### src/rtl/zx_video_pkg.sv
// Shared constants and FSM state type for the ZX-style VRAM arbiter.
package zx_video_pkg;
  localparam int ATTR_BASE  = 'h1800;
  localparam int WIN_SX_MIN = -8;
  localparam int WIN_SX_MAX = 247;
  localparam int WIN_SY_MAX = 191;

  typedef enum logic {
    ST_IDLE   = 1'b0,
    ST_ACCESS = 1'b1
  } cpu_st_e;
endpackage

### src/rtl/zx_scr_addr.sv
// Screen-memory address generator: line and cell column to bitmap/attribute byte address.
module zx_scr_addr #(
  parameter int                 VRAM_AW   = 13,
  parameter logic [VRAM_AW-1:0] ATTR_BASE = 13'h1800
) (
  input  logic [7:0]         i_sy,
  input  logic [4:0]         i_col,
  output logic [VRAM_AW-1:0] o_bm_addr,
  output logic [VRAM_AW-1:0] o_at_addr
);
  logic [12:0] w_bm;
  logic [9:0]  w_at;

  // Bitmap rows are interleaved: third, pixel row in char, char row, column.
  assign w_bm      = {i_sy[7:6], i_sy[2:0], i_sy[5:3], i_col};
  assign w_at      = {i_sy[7:3], i_col};
  assign o_bm_addr = VRAM_AW'(w_bm);
  assign o_at_addr = ATTR_BASE + VRAM_AW'(w_at);
endmodule

### src/rtl/zx_vram_arbiter.sv
// Single-port VRAM arbiter: video fetches bitmap/attribute at phases 0/1 of each
// 8-pixel cell, the CPU gets every other cycle through a two-state access FSM.
module zx_vram_arbiter #(
  parameter int                 CORDW     = 11,
  parameter int                 VRAM_AW   = 13,
  parameter logic [VRAM_AW-1:0] ATTR_BASE = VRAM_AW'(zx_video_pkg::ATTR_BASE)
) (
  input  logic                    i_clk_pix,
  input  logic                    i_rst_n,
  input  logic                    i_screen,
  input  logic signed [CORDW-1:0] i_sx,
  input  logic signed [CORDW-1:0] i_sy,
  input  logic                    i_cpu_req,
  input  logic                    i_cpu_we,
  input  logic [VRAM_AW-1:0]      i_cpu_addr,
  input  logic [7:0]              i_cpu_wdata,
  output logic                    o_cpu_ack,
  output logic [7:0]              o_cpu_rdata,
  output logic                    o_cpu_wait,
  output logic [VRAM_AW-1:0]      o_vram_addr,
  output logic                    o_vram_we,
  output logic [7:0]              o_vram_wdata,
  input  logic [7:0]              i_vram_rdata,
  output logic [7:0]              o_pix_bits,
  output logic [7:0]              o_pix_attr,
  output logic                    o_pix_load
);
  import zx_video_pkg::*;

  localparam logic signed [CORDW-1:0] SX_MIN = CORDW'(WIN_SX_MIN);
  localparam logic signed [CORDW-1:0] SX_MAX = CORDW'(WIN_SX_MAX);
  localparam logic signed [CORDW-1:0] SY_MAX = CORDW'(WIN_SY_MAX);
  localparam logic signed [CORDW-1:0] SX_OFF = CORDW'(8);

  cpu_st_e            r_state;
  logic               r_ack;
  logic [VRAM_AW-1:0] r_last_addr;
  logic               r_fetch_bm, r_fetch_at;
  logic [7:0]         r_stg_bits, r_stg_attr;
  logic [7:0]         r_pix_bits, r_pix_attr;
  logic               r_pix_load;

  logic signed [CORDW-1:0] w_sx8;
  logic [2:0]              w_phase;
  logic                    w_in_win, w_vid_own, w_vid_issue, w_cpu_issue, w_cell_end;
  logic [VRAM_AW-1:0]      w_bm_addr, w_at_addr, w_addr;
  logic                    w_unused;

  assign w_sx8      = i_sx + SX_OFF;
  assign w_phase    = i_sx[2:0];
  assign w_in_win   = (i_sy >= '0) && (i_sy <= SY_MAX) && (i_sx >= SX_MIN) && (i_sx <= SX_MAX);
  assign w_vid_own  = w_in_win && (w_phase <= 3'd1);
  assign w_cell_end = w_in_win && (w_phase == 3'd7);
  assign w_unused   = ^{i_screen, w_sx8[CORDW-1:8], w_sx8[2:0]};

  zx_scr_addr #(
    .VRAM_AW   (VRAM_AW),
    .ATTR_BASE (ATTR_BASE)
  ) u_scr_addr (
    .i_sy      (i_sy[7:0]),
    .i_col     (w_sx8[7:3]),
    .o_bm_addr (w_bm_addr),
    .o_at_addr (w_at_addr)
  );

  // Nothing issues while reset is asserted, so the port falls back to the held address.
  assign w_vid_issue = i_rst_n && w_vid_own;
  assign w_cpu_issue = i_rst_n && !w_vid_own && i_cpu_req && (r_state == ST_IDLE);

  always_comb begin
    w_addr = r_last_addr;
    if (w_vid_issue)      w_addr = w_phase[0] ? w_at_addr : w_bm_addr;
    else if (w_cpu_issue) w_addr = i_cpu_addr;
  end

  assign o_vram_addr  = w_addr;
  assign o_vram_we    = w_cpu_issue && i_cpu_we;
  assign o_vram_wdata = i_cpu_wdata;
  assign o_cpu_wait   = i_rst_n && i_cpu_req && (r_state == ST_IDLE) && w_vid_own;
  assign o_cpu_ack    = r_ack && i_rst_n;
  assign o_cpu_rdata  = i_vram_rdata;
  assign o_pix_bits   = r_pix_bits;
  assign o_pix_attr   = r_pix_attr;
  assign o_pix_load   = r_pix_load;

  always_ff @(posedge i_clk_pix) begin
    if (!i_rst_n) begin
      r_state <= ST_IDLE;
      r_ack   <= 1'b0;
    end else begin
      case (r_state)
        ST_IDLE: begin
          r_ack <= w_cpu_issue;
          if (w_cpu_issue) r_state <= ST_ACCESS;
        end
        ST_ACCESS: begin
          r_ack   <= 1'b0;
          r_state <= ST_IDLE;
        end
        default: begin
          r_ack   <= 1'b0;
          r_state <= ST_IDLE;
        end
      endcase
    end
  end

  // RAM data returns one cycle after each fetch; staging is copied out at cell end.
  always_ff @(posedge i_clk_pix) begin
    if (!i_rst_n) begin
      r_last_addr <= '0;
      r_fetch_bm  <= 1'b0;
      r_fetch_at  <= 1'b0;
      r_stg_bits  <= '0;
      r_stg_attr  <= '0;
      r_pix_bits  <= '0;
      r_pix_attr  <= '0;
      r_pix_load  <= 1'b0;
    end else begin
      r_last_addr <= w_addr;
      r_fetch_bm  <= w_vid_issue && (w_phase == 3'd0);
      r_fetch_at  <= w_vid_issue && (w_phase == 3'd1);
      if (r_fetch_bm) r_stg_bits <= i_vram_rdata;
      if (r_fetch_at) r_stg_attr <= i_vram_rdata;
      r_pix_load <= w_cell_end;
      if (w_cell_end) begin
        r_pix_bits <= r_stg_bits;
        r_pix_attr <= r_stg_attr;
      end
    end
  end
endmodule

### config.mk
export PLATFORM = sky130hd
export DESIGN_NAME = zx_vram_arbiter
export DESIGN_NICKNAME = d
export VERILOG_FILES = /design/src/rtl/zx_video_pkg.sv /design/src/rtl/zx_scr_addr.sv /design/src/rtl/zx_vram_arbiter.sv
export SDC_FILE = /design/constraint.sdc
export NUM_CORES = 1
export LEC_CHECK = 0
export ABC_AREA = 0
export CAP_MARGIN = 20
export CORE_MARGIN = 3
export CORE_UTILIZATION = 43
export CTS_CLUSTER_SIZE = 8
export DETAILED_ROUTE_END_ITERATION = 10
export PLACE_DENSITY = 0.8
export SYNTH_ARGS = -nofsm -noshare
export SYNTH_HDL_FRONTEND = slang
export SYNTH_SLANG_ARGS = --single-unit
### constraint.sdc
create_clock -name i_clk_pix -period 3.5 [get_ports i_clk_pix]
set_clock_uncertainty 0.15 [all_clocks]
set_input_delay 0.525 -clock i_clk_pix [delete_from_list [all_inputs] [get_ports i_clk_pix]]
set_output_delay 0.525 -clock i_clk_pix [all_outputs]
set_load 0.02 [all_outputs]
Word level (Yosys, flattened, before mapping). Cells that the tools add are included.

Register bits: 50. Latch bits: 0. Bits in writable memories: 0. ROM bits: 0. Output and inout bits: 49. Logic and storage cells: 44. Memories: 0.

Add/sub/neg operators: 2. Multiply operators: 0. Div/mod/pow operators: 0. Order comparisons: 5. Equal/unequal tests: 2. Shift-type cells: 0. Mux-type cells: 6. Bitwise operators: 1. Reductions and logical operators: 18.

Operator list (count): 13-bit two-way mux (3); 11-bit by 9-bit less-or-equal comparator with 1-bit output, second input constant (2); 1-bit logical AND (16); 12-bit by 11-bit adder with 13-bit output, first input constant (1); 11-bit by 1-bit greater-or-equal comparator with 1-bit output, second input constant (1); 11-bit by 4-bit greater-or-equal comparator with 1-bit output, second input constant (1); 8-bit by 5-bit adder with 8-bit output, second input constant (1); 1-bit one-hot mux with 2 select lines (2); 3-bit by 1-bit == test with 1-bit output, second input constant (1); 3-bit == test, second input constant (1); 3-bit by 1-bit less-or-equal comparator with 1-bit output, second input constant (1); 3-bit logical NOT (1); 1-bit logical NOT (1); 1-bit two-way mux (1); 1-bit inverter (1).

Logic depth before layout (Yosys ltp). Gate-level depths: netlist of the first run.

Word-level depth: 11. Mapped depth: 9. Mapped depth without buffers: 8.

Cells and area by module. A second synthesis of the first run with hierarchy kept.

Cell total of the unflattened synthesis: 325. Area, all modules: 2960.3 um^2.

By module, submodules not included: zx_vram_arbiter (instances 1, cells an instance 297, area an instance 2757.6 um^2); zx_scr_addr (instances 1, cells an instance 28, area an instance 202.7 um^2).

Worst setup path before layout of the first run. No wires, ideal clock.

Path kind: input -> output. Start: input port i_sx[3]. End: output port o_vram_addr[3]. Data arrival time: 2.468 ns. Data required time: 2.825 ns. Path slack: 0.357 ns. Cell stages on the path: 9. Path buffers: 1. Cells stage by stage: inv_1 ha_1 nand4_1 or2_2 a221oi_4 or2_4 buf_6 nor2_1 a221oi_1.

Word-level cells in the longest chain between the ends: 10.

RTL lines: start: declaration (line zx_vram_arbiter.sv:11) `input logic signed [CORDW-1:0] i_sx,`; parallel branches: the longest is 9 deep, another holds 12-bit by 11-bit adder with 13-bit output; 13-bit two-way mux (*) (line zx_vram_arbiter.sv:72) `if (w_vid_issue) w_addr = w_phase[0] ? w_at_addr : w_bm_addr;`; end: declaration (line zx_vram_arbiter.sv:20) `output logic [VRAM_AW-1:0] o_vram_addr,`.

Every way passes the cells marked *.

Worst setup path in the final report of the first run.
Start: input port i_sx[3]. End: output port o_vram_addr[7].

Same word-level chain as after synthesis.

==> results of run 1 <==
## final cells by class
type | instances | area, um^2
clock buffers | 6 | 82.58
clock inverters | 2 | 37.54
flip-flops and latches | 49 | 980.9
well taps | 72 | 90.09
fillers | 482 | 1944
repair buffers | 125 | 1109
multi-input cells | 187 | 1326
inverters | 10 | 37.54
## routing by layer
layer	vias up	global-route usage, %
met2	81	33.81
met4	0	6.046
met1	1094	24.10
met5	-	0
li1	1163	-
met3	7	3.254
## placed cells by master (no fill, tap or decap), types with 4 or more instances in the layout
cell type         n
clkbuf_8          6
a21oi_1           8
nor2_1           51
inv_1             8
dlygate4sd2_1     5
a211oi_1          8
buf_2            12
dlymetal6s2s_1    4
o21ai_0           8
a31oi_1           4
o22ai_1           6
clkdlybuf4s50_1  64
dfxtp_1          49
mux2i_1          32
nor3_1            7
nand2_1          17
buf_4            37
## path summary, 6_finish.rpt
path                                    start         endpoint  slack (ns)  depth (start not counted)
worst max-delay path                  i_sx[3]   o_vram_addr[7]        0.15                         11
worst min-delay path            r_stg_attr[1]    o_pix_attr[1]        0.35                          2
worst max register to register        r_state  r_last_addr[11]        1.74                          6
worst min register to register  r_stg_attr[1]    o_pix_attr[1]        0.35                          2
## state kept, by name, summed over array words and instances, names as in the netlist
register / count
r_fetch_bm: 1
o_pix_bits: 8
o_pix_attr: 8
r_stg_attr: 8
r_last_addr: 13
r_state: 1
r_fetch_at: 1
o_pix_load: 1
r_stg_bits: 8
## power by group through the flow
stage	combinational [mW]	sequential (mW)	clock [mW]
floorplan	0.148	0.587	0
global placement	0.275	0.588	0
detailed placement	0.280	0.589	0
CTS	0.265	0.576	0.423
global route	0.291	0.577	0.442
finish	0.271	0.576	0.415
## Yosys cell counts, drive strengths merged (3+ instances only)
| library cell | number | area (um^2) |
|---|---|---|
| nor2 | 52 | 197.7 |
| dfxtp | 49 | 980.9 |
| mux2i | 32 | 320.3 |
| buf | 22 | 183.9 |
| nand2 | 18 | 70.07 |
| a211oi | 10 | 85.08 |
| clkbuf | 10 | 47.54 |
| o21ai | 10 | 53.80 |
| inv | 9 | 33.78 |
| a21oi | 8 | 40.04 |
| nor3 | 7 | 35.03 |
| o22ai | 6 | 37.54 |
| a221oi | 5 | 61.31 |
| a31oi | 4 | 25.02 |
| a22oi | 3 | 22.52 |
| nand3 | 3 | 20.02 |
| nand4 | 3 | 18.77 |
## through the flow
step,instances,area [um^2]
after global routing,451,3664
after floorplan,278,2526
final,451,3664
after detailed placement,442,3546
after global placement,442,3546
after CTS,450,3617
## logic make-up (layout without fill, tap and decap cells)
| group | after synthesis | after routing | synth area share, % |
|---|---|---|---|
| AOI/OAI and AO/OA | 55 | 55 | 18.33 |
| adders and majority gates | 2 | 2 | 0.9904 |
| muxes | 34 | 34 | 13.57 |
| and+or+nand+nor | 94 | 94 | 16.94 |
| DFF | 49 | 49 | 38.83 |
| buffers and inverters | 42 | 143 | 10.65 |
| xor gates and xnor gates | 2 | 2 | 0.6935 |
## worst max-delay path, delay by kind of cell
| family | cells | cell delay (ns) |
|---|---|---|
| adders and majority gates | 1 | 0.14 |
| AOI/OAI and AO/OA | 3 | 0.63 |
| buffers and inverters | 4 | 0.69 |
| and+or+nand+nor | 3 | 0.69 |
## timing repair
action / 4_1_cts / 5_1_grt
cloned: 0 / 0
pin swaps: 5 / 5
buffers inserted: 0 / 1
resized for setup: 70 / 11
setup endpoints to repair: 15 / 15
==> flow_metrics.env, run 1 <==
export IMPL_status="finished, final reports clean"
export IMPL_internal_power_uw=936.2
export IMPL_critical_path_required_ns=2.82
export IMPL_grt_pass1_wl_um=10320
export IMPL_grt_max_degree=42
export IMPL_synthDistinctLibCells=49
export IMPL_antenna_found_initial=0
export IMPL_finalNetCount=436
export IMPL_die_w_um=82.65
export IMPL_cts_tree="yes"
export IMPL_synth_edf_count=0
export IMPL_detail_route_vias_per_cell=5.200
export IMPL_place_hpwl_um=4887
export IMPL_yosys_register_bits=49
export IMPL_worstSetupPathType="in -> out"
export IMPL_met3_length_um=322
export IMPL_drtAntennaViolNets=0
export IMPL_fmax_mhz=298.4
export IMPL_post_place_ws_ns=-0.5416
export IMPL_syn_num_nets=336
export IMPL_worst_path_most_repeated_cell="or2_4"
export IMPL_whs_ns=0.3478
export IMPL_cp_slowest_stage_delay_ns=0.38
export IMPL_p_sw_uw=325.4
export IMPL_wl_met1_um=2717
export IMPL_gp_congestion=0.8322
export IMPL_start_kind="primary input"
export IMPL_hold_path_class="reg -> reg"
export IMPL_initial_core_util_pct=45.05
export IMPL_drt_pass1_iterations=4
export IMPL_p_total_mw=1.262
export IMPL_finish_utilization_pct=65.33
export IMPL_swShare_pct=25.79
export IMPL_antennaDiodeCount=0
export IMPL_post_route_period_util_pct=95.75
export IMPL_synth_ff_type="dfxtp_1"
export IMPL_wl_met2_um=3399
export IMPL_rsz0062_at_grt="no"
export IMPL_io_pins=105
export IMPL_final_hold_viol_count=0
export IMPL_vias=2345
export IMPL_p_clk_share_pct=32.9
export IMPL_avgSynthCellArea_um2=9.087
export IMPL_powerDensity_nw_per_um2=344.4
export IMPL_drv_slew=0
export IMPL_cts_buffers=5
export IMPL_clock_root_buffer="clkbuf_8"
export IMPL_gr_total_overflow=0
export IMPL_grt_pass1_vias=2267
export IMPL_top_layer="met4"
export IMPL_fp_coreArea_um2=5608
export IMPL_yosys_warnings=0
export IMPL_clkTransAtPathRegs_ns=0.09
export IMPL_drc=0
export IMPL_cts_htree_levels=2
export IMPL_pwr_share_comb_pct=21.5
export IMPL_cp_arrival_ns=2.68
export IMPL_end_kind="output pin"
export IMPL_ir_worst_vdd_uv=252.1
export IMPL_crit_chain="dlygate4sd2_1 -> inv_2 -> ha_1 -> nand4_1 -> or2_4 -> a221oi_4 -> or2_4 -> buf_12 -> o22ai_1 -> a22oi_1 -> buf_2"
export IMPL_drive_gt1_share_pct=22.43
export IMPL_period_needed_ns=3.351
export IMPL_setup_tns_final_ns=0
export IMPL_drt_iter0_markers=102
export IMPL_clock_path_buffers=2
export IMPL_setup_ws_ns=0.1486
export IMPL_clock_sinks=49
export IMPL_area_delta_synth_final_pct=45.02
export IMPL_p_leak_nw=1.589
export IMPL_grt_use_total_pct=19.32
export IMPL_ys_seq_area_share_pct=38.83
export IMPL_slowest_stage="a221oi_4"
export IMPL_ctsHoldBuffers=0
export IMPL_portBuffers=87
export IMPL_wire_per_inst_um=14.44
export IMPL_p_seq_share_pct=45.7
export IMPL_netlist_area_um2=2526
export IMPL_max_cap_viol_count=0
export IMPL_postSynthCellCount=278
export IMPL_rows=27
export IMPL_path_max_fanout=11
export IMPL_drt_wl_total_um=6511
export IMPL_maxSlewHeadroom_pct=63.36
export IMPL_setup_viol_count_final=0
export IMPL_async_flop_share_pct=0
export IMPL_fp_dieH_um=82.65
export IMPL_clock_latency_ns=0.29
export IMPL_tightest_slew_ns=0.5489
export IMPL_dieArea_um2=6830
Power figures use the tool's default switching activity.
==> run 2, diff against run 1 <==
--- a/config.mk
+++ b/config.mk
@@ -8,10 +8,10 @@
 export ABC_AREA = 0
 export CAP_MARGIN = 20
 export CORE_MARGIN = 3
-export CORE_UTILIZATION = 43
+export CORE_UTILIZATION = 50
 export CTS_CLUSTER_SIZE = 8
 export DETAILED_ROUTE_END_ITERATION = 10
-export PLACE_DENSITY = 0.8
+export DONT_BUFFER_PORTS = 1
 export SYNTH_ARGS = -nofsm -noshare
 export SYNTH_HDL_FRONTEND = slang
 export SYNTH_SLANG_ARGS = --single-unit
==> run 2 against run 1 <==
Sequential cell count unchanged. Worst hold slack got worse by 0.21 ns. Combinational power decreased by 41%. Critical path depth decreased by 2. Non-clock buffer count decreased by 107. Sequential share of layout area increased by 11 points. Via count decreased by 18%. Critical endpoint is now o_vram_addr[2].
==> flow_metrics.env, run 2 (synthesized netlist as in run 1, its figures left out) <==
export IMPL_path_max_fanout=22
export IMPL_drc=0
export IMPL_start_kind="primary input"
export IMPL_fp_coreArea_um2=4817
export IMPL_antenna_found_initial=0
export IMPL_wire_per_inst_um=16.25
export IMPL_p_leak_nw=1.077
export IMPL_placed_area_um2=2514
export IMPL_largest_reg_flops=13
export IMPL_cts_buffers=5
export IMPL_io_pins=105
export IMPL_drt_pass1_iterations=4
export IMPL_period_needed_ns=3.147
export IMPL_max_cap_viol_count=0
export IMPL_clkTransAtPathRegs_ns=0.09
export IMPL_cts_resized=0
export IMPL_grt_use_total_pct=18.78
export IMPL_hold_depth=1
export IMPL_grt_max_degree=42
export IMPL_portBuffers=0
export IMPL_area_delta_synth_final_pct=2.972
export IMPL_fp_dieH_um=77.08
export IMPL_worstSetupPathType="in -> out"
export IMPL_cp_arrival_ns=2.47
export IMPL_grt_pass1_wl_um=8901
export IMPL_drt_wl_total_um=5510
export IMPL_antennaDiodeCount=0
export IMPL_powerDensity_nw_per_um2=407.7
export IMPL_hold_path_class="in -> reg"
export IMPL_rr_worst_depth=5
export IMPL_detail_route_vias_per_cell=5.652
export IMPL_die_w_um=77.08
export IMPL_cts_tree="yes"
export IMPL_post_cts_setup_buffers=0
export IMPL_dieArea_um2=5941
export IMPL_clock_root_buffer="clkbuf_8"
export IMPL_status="finished, final reports clean"
export IMPL_path_delay_family="simple AND/OR/NAND/NOR gates"
export IMPL_rows=25
export IMPL_finalNetCount=329
export IMPL_post_route_period_util_pct=89.92
export IMPL_grt_pass1_vias=1810
export IMPL_gp_congestion=0.7400
export IMPL_setup_tns_final_ns=0
export IMPL_rrSetupSlack_ns=1.78
export IMPL_clock_path_buffers=2
export IMPL_final_cell_area_um2=2601
export IMPL_place_hpwl_um=3906
export IMPL_critical_path_required_ns=2.82
export IMPL_gr_total_overflow=0
export IMPL_fmax_mhz=317.7
export IMPL_drv_slew=0
export IMPL_maxSlewHeadroom_pct=62.25
export IMPL_vias=1916
export IMPL_mostFrequentLayoutCells="nor2_1 (51), dfxtp_1 (49), mux2i_1 (32), buf_4 (18), nand2_1 (17)"
export IMPL_path_buf_inv=2
export IMPL_finish_utilization_pct=54.00
export IMPL_initial_core_util_pct=52.44
export IMPL_crit_cells=9
export IMPL_final_common_cell="nor2_1"
export IMPL_end_kind="output pin"
export IMPL_final_hold_viol_count=0
export IMPL_crit_chain="inv_1 -> ha_1 -> nand4_1 -> or2_2 -> a221oi_4 -> or2_4 -> nor2_1 -> a221oi_1 -> buf_4"
export IMPL_drtAntennaViolNets=0
export IMPL_tightest_slew_ns=0.5611
export IMPL_cts_htree_levels=2
export IMPL_slowest_stage="a221oi_4"
export IMPL_cp_slowest_stage_delay_ns=0.41
export IMPL_clock_sinks=49
export IMPL_drive_gt1_share_pct=16.54
export IMPL_rsz0062_at_grt="no"
export IMPL_setup_viol_count_final=0
export IMPL_ir_worst_vdd_uv=260.2
export IMPL_ctsHoldBuffers=0
export IMPL_top_register="r_last_addr"
export IMPL_clock_latency_ns=0.30
export IMPL_drt_iter0_markers=86
-- run 2: changes by cell type in the layout (fill, tap and decap cells not counted), sizes merged, moves of 4 or more --
cell	before	now
buf	51	18
dlymetal6s2s	4	0
clkdlybuf4s50	64	0
dlygate4sd2	5	0
-- run 2: final timing paths --
| path | startpoint | endpoint |
|---|---|---|
| max reg2reg | r_state | r_last_addr[12] |
| min | i_sx[0] | r_fetch_bm |
| min reg2reg | r_last_addr[8] | r_last_addr[8] |
| max | i_sx[3] | o_vram_addr[2] |
-- run 2: through the flow --
stage / setup slack (ns) / hold slack [ns] / power [mW] / instances
global placement: 0.3711 / 0.3145 / 0.7456 / 331
floorplan: 0.3569 / 0.2989 / 0.7349 / 278
detailed placement: 0.3613 / 0.3167 / 0.7476 / 331
global route: 0.2083 / 0.1305 / 1.116 / 339
finish: 0.3526 / 0.1370 / 1.060 / 339
CTS: 0.3480 / 0.1283 / 1.075 / 339
-- run 2: power breakdown --
group,internal (mW),switching (mW)
Combinational,0.0655,0.0932
Sequential,0.570,0.00545
Clock,0.141,0.185
-- run 2: final cells by class --
class	count	area [um^2]
fillers	478	2216
multi-input cells	187	1276
flip-flops and latches	49	980.9
repair buffers	18	135.1
well taps	67	83.83
clock buffers	6	72.57
inverters	10	37.54
clock inverters	2	15.01
-- run 2: layer usage --
metal | vias up | global-route usage, % | share of wire [%]
li1 | 951 | - | -
met2 | 66 | 29.27 | 45
met5 | - | 0 | 0
met3 | 6 | 6.573 | 8.1
met1 | 893 | 24.44 | 46
met4 | 0 | 5.694 | 0.91
==> run 3, diff against run 2 <==
--- a/config.mk
+++ b/config.mk
@@ -5,13 +5,13 @@
 export SDC_FILE = /design/constraint.sdc
 export NUM_CORES = 1
 export LEC_CHECK = 0
-export ABC_AREA = 0
 export CAP_MARGIN = 20
 export CORE_MARGIN = 3
 export CORE_UTILIZATION = 50
 export CTS_CLUSTER_SIZE = 8
 export DETAILED_ROUTE_END_ITERATION = 10
 export DONT_BUFFER_PORTS = 1
+export SLEW_MARGIN = 10
 export SYNTH_ARGS = -nofsm -noshare
 export SYNTH_HDL_FRONTEND = slang
 export SYNTH_SLANG_ARGS = --single-unit
==> results of run 3 <==
No change in the layout: final DEF, timing and power equal those of run 2.
